===== config.mk =====
export PLATFORM = sky130hd
export DESIGN_NAME = cache_mem_arbiter
export DESIGN_NICKNAME = d
export VERILOG_FILES = /design/src/rtl/cache_mem_arbiter.sv
export SDC_FILE = /design/constraint.sdc
export NUM_CORES = 1
export LEC_CHECK = 0
export ABC_AREA = 1
export BUFFER_PORTS_ARGS = -buffer_cell sky130_fd_sc_hd__buf_2
export CORE_MARGIN = 2
export CORE_UTILIZATION = 35
export DETAILED_ROUTE_END_ITERATION = 16
export PLACE_DENSITY = 0.78
export SLEW_MARGIN = 15
export SYNTH_ARGS = -nofsm -noshare
export SYNTH_HDL_FRONTEND = slang
export SYNTH_SLANG_ARGS = --single-unit

===== constraint.sdc =====
create_clock -name clk -period 1.4 [get_ports clk]
set_input_delay 0.28 -clock clk [delete_from_list [all_inputs] [get_ports clk]]
set_output_delay 0.28 -clock clk [all_outputs]
set_load 0.005 [all_outputs]

===== src/rtl/cache_mem_arbiter.sv =====
// rtl/cache_mem_arbiter.sv - arbitrates I-cache fills, D-cache fills and D-cache write-throughs onto one memory port
//
// Purpose:
//   Serialises three requesters onto a single-word memory port. A fill moves
//   one 16-byte block as 8 word reads. Each read takes one issue cycle and
//   then waits for mem_data_valid. A write-through takes a single cycle.
//   Optional feature macro: ARB_ROUND_ROBIN_EN. When it is defined, i_req and
//   d_req alternate when both are pending. The default is fixed priority
//   d_wr_req > d_req > i_req.
//
// Ports:
//   clk, rst                          clock, synchronous active-high reset
//   i_req, i_addr                     I-cache fill request / miss address
//   d_req, d_addr                     D-cache fill request / miss address
//   d_wr_req, d_wr_addr, d_wr_data    D-cache write-through request
//   mem_en, mem_wr, mem_addr,
//   mem_data_in, mem_data_valid       memory port
//   i_grant, d_grant                  current owner of the memory port
//   i_data_valid, d_data_valid        mem_data_valid routed to the owner
//   fill_word                         index of the word being filled
//   i_done, d_done                    one-cycle completion pulses
//   busy                              a transaction is in progress

module cache_mem_arbiter (
    input  logic        clk,
    input  logic        rst,
    input  logic        i_req,
    input  logic [15:0] i_addr,
    input  logic        d_req,
    input  logic [15:0] d_addr,
    input  logic        d_wr_req,
    input  logic [15:0] d_wr_addr,
    input  logic [15:0] d_wr_data,
    output logic        mem_en,
    output logic        mem_wr,
    output logic [15:0] mem_addr,
    output logic [15:0] mem_data_in,
    input  logic        mem_data_valid,
    output logic        i_grant,
    output logic        d_grant,
    output logic        i_data_valid,
    output logic        d_data_valid,
    output logic [2:0]  fill_word,
    output logic        i_done,
    output logic        d_done,
    output logic        busy
);

    typedef enum logic [2:0] {
        IDLE,
        I_ISSUE,
        I_WAIT,
        D_ISSUE,
        D_WAIT,
        D_WRITE
    } state_t;

    state_t      state_q, state_d;
    logic [2:0]  k_q, k_d;
    logic [11:0] base_q, base_d;
    logic        i_done_q, i_done_d;
    logic        d_done_q, d_done_d;
    logic        pick_d;
    logic [15:0] fill_addr;

    // The block base is 16-byte aligned, so word k is placed in the low bits without an adder.
    assign fill_addr = {base_q, k_q, 1'b0};

`ifdef ARB_ROUND_ROBIN_EN
    // Records the last fill requester that was served: 0 = I, 1 = D.
    logic last_d_q, last_d_d;

    // When both fills are pending, the requester that was not served last wins.
    assign pick_d = d_req && (!i_req || !last_d_q);

    always_ff @(posedge clk) begin
        if (rst) begin
            last_d_q <= 1'b0;
        end else begin
            last_d_q <= last_d_d;
        end
    end
`else
    assign pick_d = d_req;
`endif

    always_ff @(posedge clk) begin
        if (rst) begin
            state_q  <= IDLE;
            k_q      <= 3'd0;
            base_q   <= 12'd0;
            i_done_q <= 1'b0;
            d_done_q <= 1'b0;
        end else begin
            state_q  <= state_d;
            k_q      <= k_d;
            base_q   <= base_d;
            i_done_q <= i_done_d;
            d_done_q <= d_done_d;
        end
    end

    always_comb begin
        state_d      = state_q;
        k_d          = k_q;
        base_d       = base_q;
        i_done_d     = 1'b0;
        d_done_d     = 1'b0;
`ifdef ARB_ROUND_ROBIN_EN
        last_d_d     = last_d_q;
`endif
        mem_en       = 1'b0;
        mem_wr       = 1'b0;
        mem_addr     = 16'h0000;
        mem_data_in  = 16'h0000;
        i_grant      = 1'b0;
        d_grant      = 1'b0;
        i_data_valid = 1'b0;
        d_data_valid = 1'b0;
        fill_word    = 3'd0;

        case (state_q)
            IDLE: begin
                // Also runs in the cycle that carries a done pulse.
                // A request that is still high at that point is granted again.
                if (d_wr_req) begin
                    state_d = D_WRITE;
                end else if (pick_d) begin
                    state_d = D_ISSUE;
                    base_d  = d_addr[15:4];
                    k_d     = 3'd0;
`ifdef ARB_ROUND_ROBIN_EN
                    last_d_d = 1'b1;
`endif
                end else if (i_req) begin
                    state_d = I_ISSUE;
                    base_d  = i_addr[15:4];
                    k_d     = 3'd0;
`ifdef ARB_ROUND_ROBIN_EN
                    last_d_d = 1'b0;
`endif
                end
            end

            I_ISSUE: begin
                i_grant   = 1'b1;
                mem_en    = 1'b1;
                mem_addr  = fill_addr;
                fill_word = k_q;
                state_d   = I_WAIT;
            end

            I_WAIT: begin
                i_grant      = 1'b1;
                mem_addr     = fill_addr;
                fill_word    = k_q;
                i_data_valid = mem_data_valid;
                if (mem_data_valid) begin
                    if (k_q == 3'd7) begin
                        k_d      = 3'd0;
                        i_done_d = 1'b1;
                        state_d  = IDLE;
                    end else begin
                        k_d     = k_q + 3'd1;
                        state_d = I_ISSUE;
                    end
                end
            end

            D_ISSUE: begin
                d_grant   = 1'b1;
                mem_en    = 1'b1;
                mem_addr  = fill_addr;
                fill_word = k_q;
                state_d   = D_WAIT;
            end

            D_WAIT: begin
                d_grant      = 1'b1;
                mem_addr     = fill_addr;
                fill_word    = k_q;
                d_data_valid = mem_data_valid;
                if (mem_data_valid) begin
                    if (k_q == 3'd7) begin
                        k_d      = 3'd0;
                        d_done_d = 1'b1;
                        state_d  = IDLE;
                    end else begin
                        k_d     = k_q + 3'd1;
                        state_d = D_ISSUE;
                    end
                end
            end

            D_WRITE: begin
                d_grant     = 1'b1;
                mem_en      = 1'b1;
                mem_wr      = 1'b1;
                mem_addr    = d_wr_addr;
                mem_data_in = d_wr_data;
                d_done_d    = 1'b1;
                state_d     = IDLE;
            end

            default: begin
                state_d = IDLE;
                k_d     = 3'd0;
            end
        endcase
    end

    assign i_done = i_done_q;
    assign d_done = d_done_q;
    assign busy   = (state_q != IDLE);

endmodule


==> results of run 1 <==
[registers in the layout (all words and copies together), names as in the netlist]
register  count
state_q       3
d_done        1
base_q       12
i_done        1
k_q           3
[critical path, cell delays in order, from the launching register on]
cell	delay, ns
dfxtp_4	0.38
buf_6	0.13
buf_6	0.11
buf_6	0.10
buf_6	0.11
a21oi_4	0.16
buf_2	0.14
[placed cells by master, fill, tap and decap left out, types with 3 or more instances in the layout]
cell type and count:
buf_12 3, buf_2 99, dfxtp_1 17, nand2_1 59, nor2_2 8, nor2_1 49, buf_6 16, nand2_2 16
nand3_1 7, nor2_4 6, inv_4 5, buf_4 12, inv_1 27, nand2_4 5, o21ai_2 7, clkbuf_8 3
nand2_8 4, o21ai_1 18, nand3_2 4
[how the worst max path moves through the flow]
stage | startpoint | to | cells past startpoint
floorplan | state_q[2] | mem_addr[10] | 6
global placement | state_q[0] | mem_addr[1] | 6
detailed placement | state_q[1] | mem_addr[3] | 6
CTS | state_q[2] | mem_addr[4] | 8
global route | state_q[1] | mem_addr[4] | 6
finish | state_q[1] | mem_en | 6
[layer usage]
metal / vias up / part of all wire [%] / global-route usage [%]
met5: - / 0 / 0
met3: 8 / 8.9 / 2.14
met4: 0 / 1.2 / 5.25
met2: 102 / 51 / 36.4
met1: 903 / 39 / 26.1
li1: 1049 / - / -
[cell type report]
| cell class | instances | area, µm² |
|---|---|---|
| Inverter | 34 | 145 |
| Sequential cell | 20 | 409 |
| Clock inverter | 1 | 30.0 |
| Timing Repair inverter | 1 | 6.26 |
| Multi-Input combinational cell | 197 | 1110 |
| Clock buffer | 3 | 41.3 |
| Fill cell | 315 | 1340 |
| Timing Repair Buffer | 130 | 826 |
| Tap cell | 50 | 62.6 |
[cell families (layout without fill, tap and decap cells)]
logic type,count (synthesis),count (layout),share of synthesized area [%]
flip-flops,20,20,28.1
AND/OR/NAND/NOR,160,162,46.1
buffers and inverters,43,169,12.1
AO/OA/AOI/OAI,33,33,11.9
adder cells (fa/ha/maj),2,2,1.75
[through the flow]
step | TNS, ns | area [µm²] | hold slack [ns] | power [mW] | worst slack (ns)
after global routing | -11.82 | 2640 | 0.266 | 4.78 | -0.340
after floorplan | 0 | 1430 | 0.349 | 1.97 | 0.0429
after CTS | -8.03 | 2400 | 0.242 | 3.76 | -0.256
final | -9.02 | 2640 | 0.249 | 4.47 | -0.284
after global placement | -0.413 | 2090 | 0.458 | 2.67 | -0.0646
after detailed placement | -0.831 | 2090 | 0.469 | 2.71 | -0.101
[repair_timing]
item / in CTS / in global routing
hold buffers: 0 / 0
setup buffers: 7 / 7
cloned: 3 / 1
pin swaps: 5 / 10
endpoints found under the setup margin: 43 / 59
gates resized for setup: 39 / 80
[power by group through the flow]
stage / clock [mW] / combinational [mW] / sequential (mW)
4_1_cts: 0.581 / 2.28 / 0.892
3_3_place_gp: 0 / 1.81 / 0.862
2_1_floorplan: 0 / 1.12 / 0.855
6_report: 0.584 / 2.97 / 0.914
5_1_grt: 0.611 / 3.24 / 0.935
3_5_place_dp: 0 / 1.84 / 0.868
==> Implementation_results.wiki, run 1 <==
{| class="wikitable"
! Metric !! Value
|-
| Period minus WS final || 1.68 ns
|-
| Worst slew slack as a fraction of its limit || approximately three fifths
|-
| Capturing element type of the critical path || primary output
|-
| Leakage dissipation || approximately 1.5 nW
|-
| Internal Dissipation || 2.47 mW
|-
| Input/output buffers || approximately 110
|-
| Result of the run || finished with violations
|-
| Number of vias per cell after detailed routing || 4.73
|-
| Placed Cells incl. Taps || 419
|-
| Path category of the worst min-delay check || primary input to flip-flop
|-
| Peak Freq || slightly below 600 MHz
|-
| Main flop type after synthesis || dfxtp_1
|-
| Area of the die || 0.00460 mm²
|-
| Setup repair after global routing missed its margin || true
|-
| Total of endpoints with negative setup slack in the final report || 44
|-
| Depth of the CTS H-tree || 1
|-
| Clock latency reported for the late side of the worst-skew pair || 0.26 ns
|-
| DP Wirelength || 3320 µm
|-
| Setup Crit Path Kind || flip-flop to primary output
|-
| Worst-case hold path end point || state_q[1]
|-
| Clock network fraction of total power || 13.1%
|-
| Violations in the final reports || setup timing
|-
| Cell area after synthesis || 0.00143 mm²
|-
| Final antenna-violating net count || 0
|-
| Drt first pass iters || 4
|-
| Reg-to-Reg End || k_q[2]
|-
| Total Nets Final || 459
|-
| Register-to-Register Setup Slack || -0.13 ns
|-
| Min-Delay Path Depth || 2
|-
| Starting utilization of the core area || around 36%
|-
| Seq cells post-synth || 20
|-
| Startpoint Class || flip-flop
|-
| Nets in the synthesized netlist || 330
|-
| Post-DR wirelength/cell || 12.0 µm
|-
| Ratio of final minimum period to clock period || 120%
|-
| Clock transition at the registers of the reported paths || approximately 0.08 ns
|-
| Clock tree sinks || 20
|-
| Post-route DRC violation count || 0
|-
| Measured slew at the worst slew-check pin || 0.572 ns
|-
| Worst hold path startpoint || rst
|-
| Highest fanout seen on the critical path || 4
|-
| Arrival time reported for the critical path endpoint || 1.40 ns
|-
| Core Box Area || 0.00397 mm²
|-
| Number of inserted diodes || 0
|-
| Most common library cells after synthesis || nand2_1, nor2_1, inv_1
|-
| Total net switching power || about 2 mW
|-
| Number of standard cells in the final layout excluding fillers || 436
|-
| Setup WS post-layout || -0.284 ns
|-
| Number of top-level pins || 114
|-
| Synth Warn # || 0
|-
| Fraction of layout instances using a drive strength above 1 || slightly above 50%
|-
| Number of global-route vias before repair || ~1,600
|-
| Wire length reported by the detailed router || 5220 µm
|-
| Die span in y || 67.8 µm
|-
| Crit path required time || approximately 1.1 ns
|-
| Maximum number of pins on one net before global-route repair || 18
|-
| Layout area overhead || 84.7%
|-
| Fraction of post-synthesis cell area in the top cell type by area || 28.1%
|-
| Number of antenna violations at the first check in global routing || 0
|-
| Reg-to-Reg Start || state_q[1]
|-
| Global-route wire length before repair || 7240 µm
|-
| Switching power share of the total || between 40 and 50%
|-
| Synthesized area per cell || 5.53 µm²
|-
| Dominant cell type by area after synthesis || dfxtp_1
|-
| All-Layer GR Usage || 20.4%
|-
| Asr flop ratio synth || 0%
|-
| Setup clock skew after layout || 0.00103 ns
|-
| Cells on worst reg2reg path || 11
|-
| Sequential-to-total area share from yosys stat || 28.1%
|-
| Area contributors post-synth || dfxtp_1, nand2_1, nor2_1
|-
| Relative contribution of sequential cells to total power || 20.4%
|-
| GPL Wtd Cong || 0.794
|-
| Iteration-0 DRC count of the detailed router || 60
|-
| Number of enable-type register cells in the synthesized netlist || 0
|-
| Clock tree root driver cell || clkbuf_8
|-
| TritonCTS clock tree || yes
|-
| Power density relative to cell area || around 1700 mW/mm²
|-
| Post-synthesis instance total || 258
|-
| Distinct cell type count of the synthesized netlist || 21
|-
| IR drop worst, VDD || 0.741 mV
|-
| Number of maximum-capacitance violations || 0
|-
| Logic pwr share || roughly 67%
|-
| Detailed-route via count || 2,062
|-
| Global-route congestion overflow total || 0
|-
| Clock Tree Buf Depth || 2
|-
| Final core occ || 66.4%
|-
| Die width || around 68 µm
|-
| Std cell rows || 23
|-
| Final number of max-transition violations || 0
|-
| Most numerous cell in the Yosys netlist || nand2_1
|-
| Total clock buffers created by CTS || 3
|-
| Final Hold Viols || 0
|}
No activity file was read; power rests on OpenSTA's default activity.
==> inputs of run 2 (changes only) <==
CTS_BUF_LIST = sky130_fd_sc_hd__clkbuf_16   (was not set)
==> run 2 against run 1 <==
  * The run still ends with setup timing left
  * Design area down 2.7%
  * Die area is the same
  * Sequential share of layout area up 0.42 points
  * Cell count fell by 1.1%
  * Via count decreased by 0.78%
  * Register-to-register slack gained 0.09 ns
  * Clock power up 36%
  * Critical endpoint is now mem_addr[4]
  * Largest cell class unchanged
==> Implementation_results.wiki, run 2 (synthesis gave the netlist of run 1 again) <==
{| class="wikitable"
! Metric !! Value
|-
| DP Wirelength || 3320 µm (unchanged)
|-
| Setup repair after global routing missed its margin || true
|-
| Iteration-0 DRC count of the detailed router || 48 (-20%)
|-
| Final core occ || 64.6% (-1.8 points)
|-
| Setup clock skew after layout || 0.00263 ns (+0.00160 ns)
|-
| Clock latency reported for the late side of the worst-skew pair || 0.26 ns (about the same)
|-
| Detailed-route via count || 2,046 (-0.78%)
|-
| Maximum number of pins on one net before global-route repair || 18 (unchanged)
|-
| Post-route DRC violation count || 0 (unchanged)
|-
| Post-DR wirelength/cell || 12.2 µm (+1.7%)
|-
| Ratio of final minimum period to clock period || 120% (-0.74 points)
|-
| Area of all placed cells without fillers || 0.00256 mm² (-2.7%)
|-
| Commonest cells after routing, fill and taps aside || buf_2, nand2_1, nor2_1
|-
| Clock tree sinks || 20 (unchanged)
|-
| All-Layer GR Usage || 20.6% (+0.19 points)
|-
| Result of the run || finished with violations
|-
| Placed standard-cell area || 0.00209 mm² (unchanged)
|-
| Arrival time reported for the critical path endpoint || 1.39 ns (about the same)
|-
| Die width || 67.8 µm (unchanged)
|-
| IR drop worst, VDD || 0.617 mV (-17%)
|-
| Worst slew slack as a fraction of its limit || 71.5% (+9.8 points)
|-
| Worst path slowest cell || dfxtp_4
|-
| Kind of cell adding the most delay to the critical path || buffers and inverters
|-
| Worst hold path startpoint || rst
|-
| Leakage dissipation || 1.50 nW (-0.45%)
|-
| Fraction of layout instances using a drive strength above 1 || 48.8% (-2.7 points)
|-
| Capturing element type of the critical path || primary output
|-
| Drt first pass iters || 4 (unchanged)
|-
| Total clock buffers created by CTS || 3 (unchanged)
|-
| Area of the die || 0.00460 mm² (unchanged)
|-
| Largest registers || base_q (12), k_q (3), state_q (3)
|-
| Total of endpoints with negative setup slack in the final report || 42 (-4.5%)
|-
| Storage element area || 409 µm² (unchanged)
|-
| Starting utilization of the core area || 35.9% (unchanged)
|-
| Biggest register || base_q
|-
| GPL Wtd Cong || 0.794 (unchanged)
|-
| Met1 Wirelength || 2080 µm (+2.3%)
|-
| Count of buffering cells on the critical path with inverters included || 4 (-1)
|-
| First element of the critical path || state_q[1]
|-
| Clock tree root driver cell || clkbuf_16
|-
| Depth of the CTS H-tree || 1 (unchanged)
|-
| Routed length on met3 || 396 µm (-15%)
|-
| Clock transition at the registers of the reported paths || 0.06 ns (-0.02 ns)
|-
| Final number of max-transition violations || 0 (unchanged)
|-
| Global-route wire length before repair || 7310 µm (+0.95%)
|-
| Wire length reported by the detailed router || 5250 µm (+0.56%)
|-
| Setup WS post-layout || -0.274 ns (+0.0103 ns)
|-
| Number of antenna violations at the first check in global routing || 0 (unchanged)
|-
| Most numerous cell on the critical path || buf_12
|-
| Power density relative to cell area || 1710 mW/mm² (+0.63%)
|-
| Number of top-level pins || 114 (unchanged)
|-
| Total Nets Final || 454 (-1.1%)
|-
| Max FFs per register || 12 (unchanged)
|-
| Path category of the worst min-delay check || primary input to flip-flop
|-
| Peak Freq || 597 MHz (+0.62%)
|-
| Violations in the final reports || setup timing
|-
| Crit path required time || 1.12 ns (about the same)
|-
| Std cell rows || 23 (unchanged)
|-
| Number of maximum-capacitance violations || 0 (unchanged)
|-
| Clock Tree Buf Depth || 2 (unchanged)
|-
| Most common cell after layout, fill and taps aside || buf_2
|-
| Final Hold Viols || 0 (unchanged)
|-
| Setup Crit Path Kind || flip-flop to primary output
|-
| Number of standard cells in the final layout excluding fillers || 431 (-1.1%)
|-
| Period minus WS final || 1.67 ns (-0.0103 ns)
|-
| Multi-input gate area || 0.00108 mm² (-3.5%)
|-
| Layout area overhead || 79.8%
|-
| Critical Path, Cell by Cell || inv_4 > nand2_4 > nor2_4 > buf_12 > buf_12 > nand2_2 > nand2_1 > buf_2
|-
| Final antenna-violating net count || 0 (unchanged)
|-
| Number of inserted diodes || 0 (unchanged)
|-
| Reg-to-Reg Start || state_q[1]
|-
| Measured slew at the worst slew-check pin || 0.427 ns (-0.145 ns)
|-
| Wire length on met2 || 2670 µm (about the same)
|-
| Number of global-route vias before repair || 1,602 (+0.25%)
|-
| Core Box Area || 0.00397 mm² (unchanged)
|-
| TritonCTS clock tree || yes
|-
| Input/output buffers || 105 (unchanged)
|-
| Max stage delay on crit path || 0.38 ns (about the same)
|-
| Global-route congestion overflow total || 0 (unchanged)
|-
| Highest fanout seen on the critical path || 7 (+3)
|-
| Placed Cells incl. Taps || 419 (unchanged)
|-
| Die span in y || 67.8 µm (unchanged)
|-
| Filler cell count || 329 (+4.4%)
|-
| Startpoint Class || flip-flop
|-
| Sum Neg Setup Slack || -8.44 ns (+0.580 ns)
|-
| Top routing layer in use || met4
|-
| Number of vias per cell after detailed routing || 4.75 (+0.38%)
|}
==> run 2: worst reg2reg max path: stages, from the launching register on <==
cell and delay (ns):
dfxtp_4 0.41, buf_6 0.13, nand3_4 0.11, buf_6 0.16, buf_6 0.12, nand2_8 0.08
nand2_4 0.07, nand3_2 0.08, nand2_1 0.07, nor2_1 0.13
==> run 2: layout make-up <==
cell class                 count  share of cell area, %
multi-input combinational    197                   42.0
sequential                    20                   16.0
inverter                      34                   5.46
tap                           50                   2.44
timing repair buffer         126                   30.1
clock buffer                   3                   2.93
clock inverter                 1                   1.17
==> run 2: metal layers <==
layer	vias to the layer above	global-route usage (%)
met1	899	26.6
met2	93	35.3
met5	-	0
met3	11	2.30
li1	1043	-
met4	0	7.50
==> run 2: repair_timing <==
item	4_1_cts	5_1_grt
setup endpoints to repair	41	59
hold buffers	0	0
setup buffers	6	2
cloned	3	0
pin swaps	6	10
resized for setup	39	57
==> run 2: power breakdown <==
group          switching (mW)  internal [mW]  leakage [nW]
Sequential              0.176          0.758         0.166
Combinational            1.49           1.16          1.28
Clock                   0.227          0.568        0.0511
Total                    1.89           2.48          1.50
==> run 2: final timing paths <==
check,end,slack (ns),cells past startpoint
worst max-delay path,mem_addr[4],-0.27,8
worst min-delay path,state_q[1],0.26,2
worst max register to register,k_q[2],-0.04,9
worst min register to register,base_q[0],0.49,2
==> run 2: through the flow <==
step / hold WS, ns / setup slack (ns) / total power, mW
5_1_grt: 0.285 / -0.316 / 4.67
6_report: 0.265 / -0.274 / 4.38
3_5_place_dp: 0.469 / -0.101 / 2.71
2_1_floorplan: 0.349 / 0.0429 / 1.97
3_3_place_gp: 0.458 / -0.0646 / 2.67
4_1_cts: 0.250 / -0.247 / 3.93
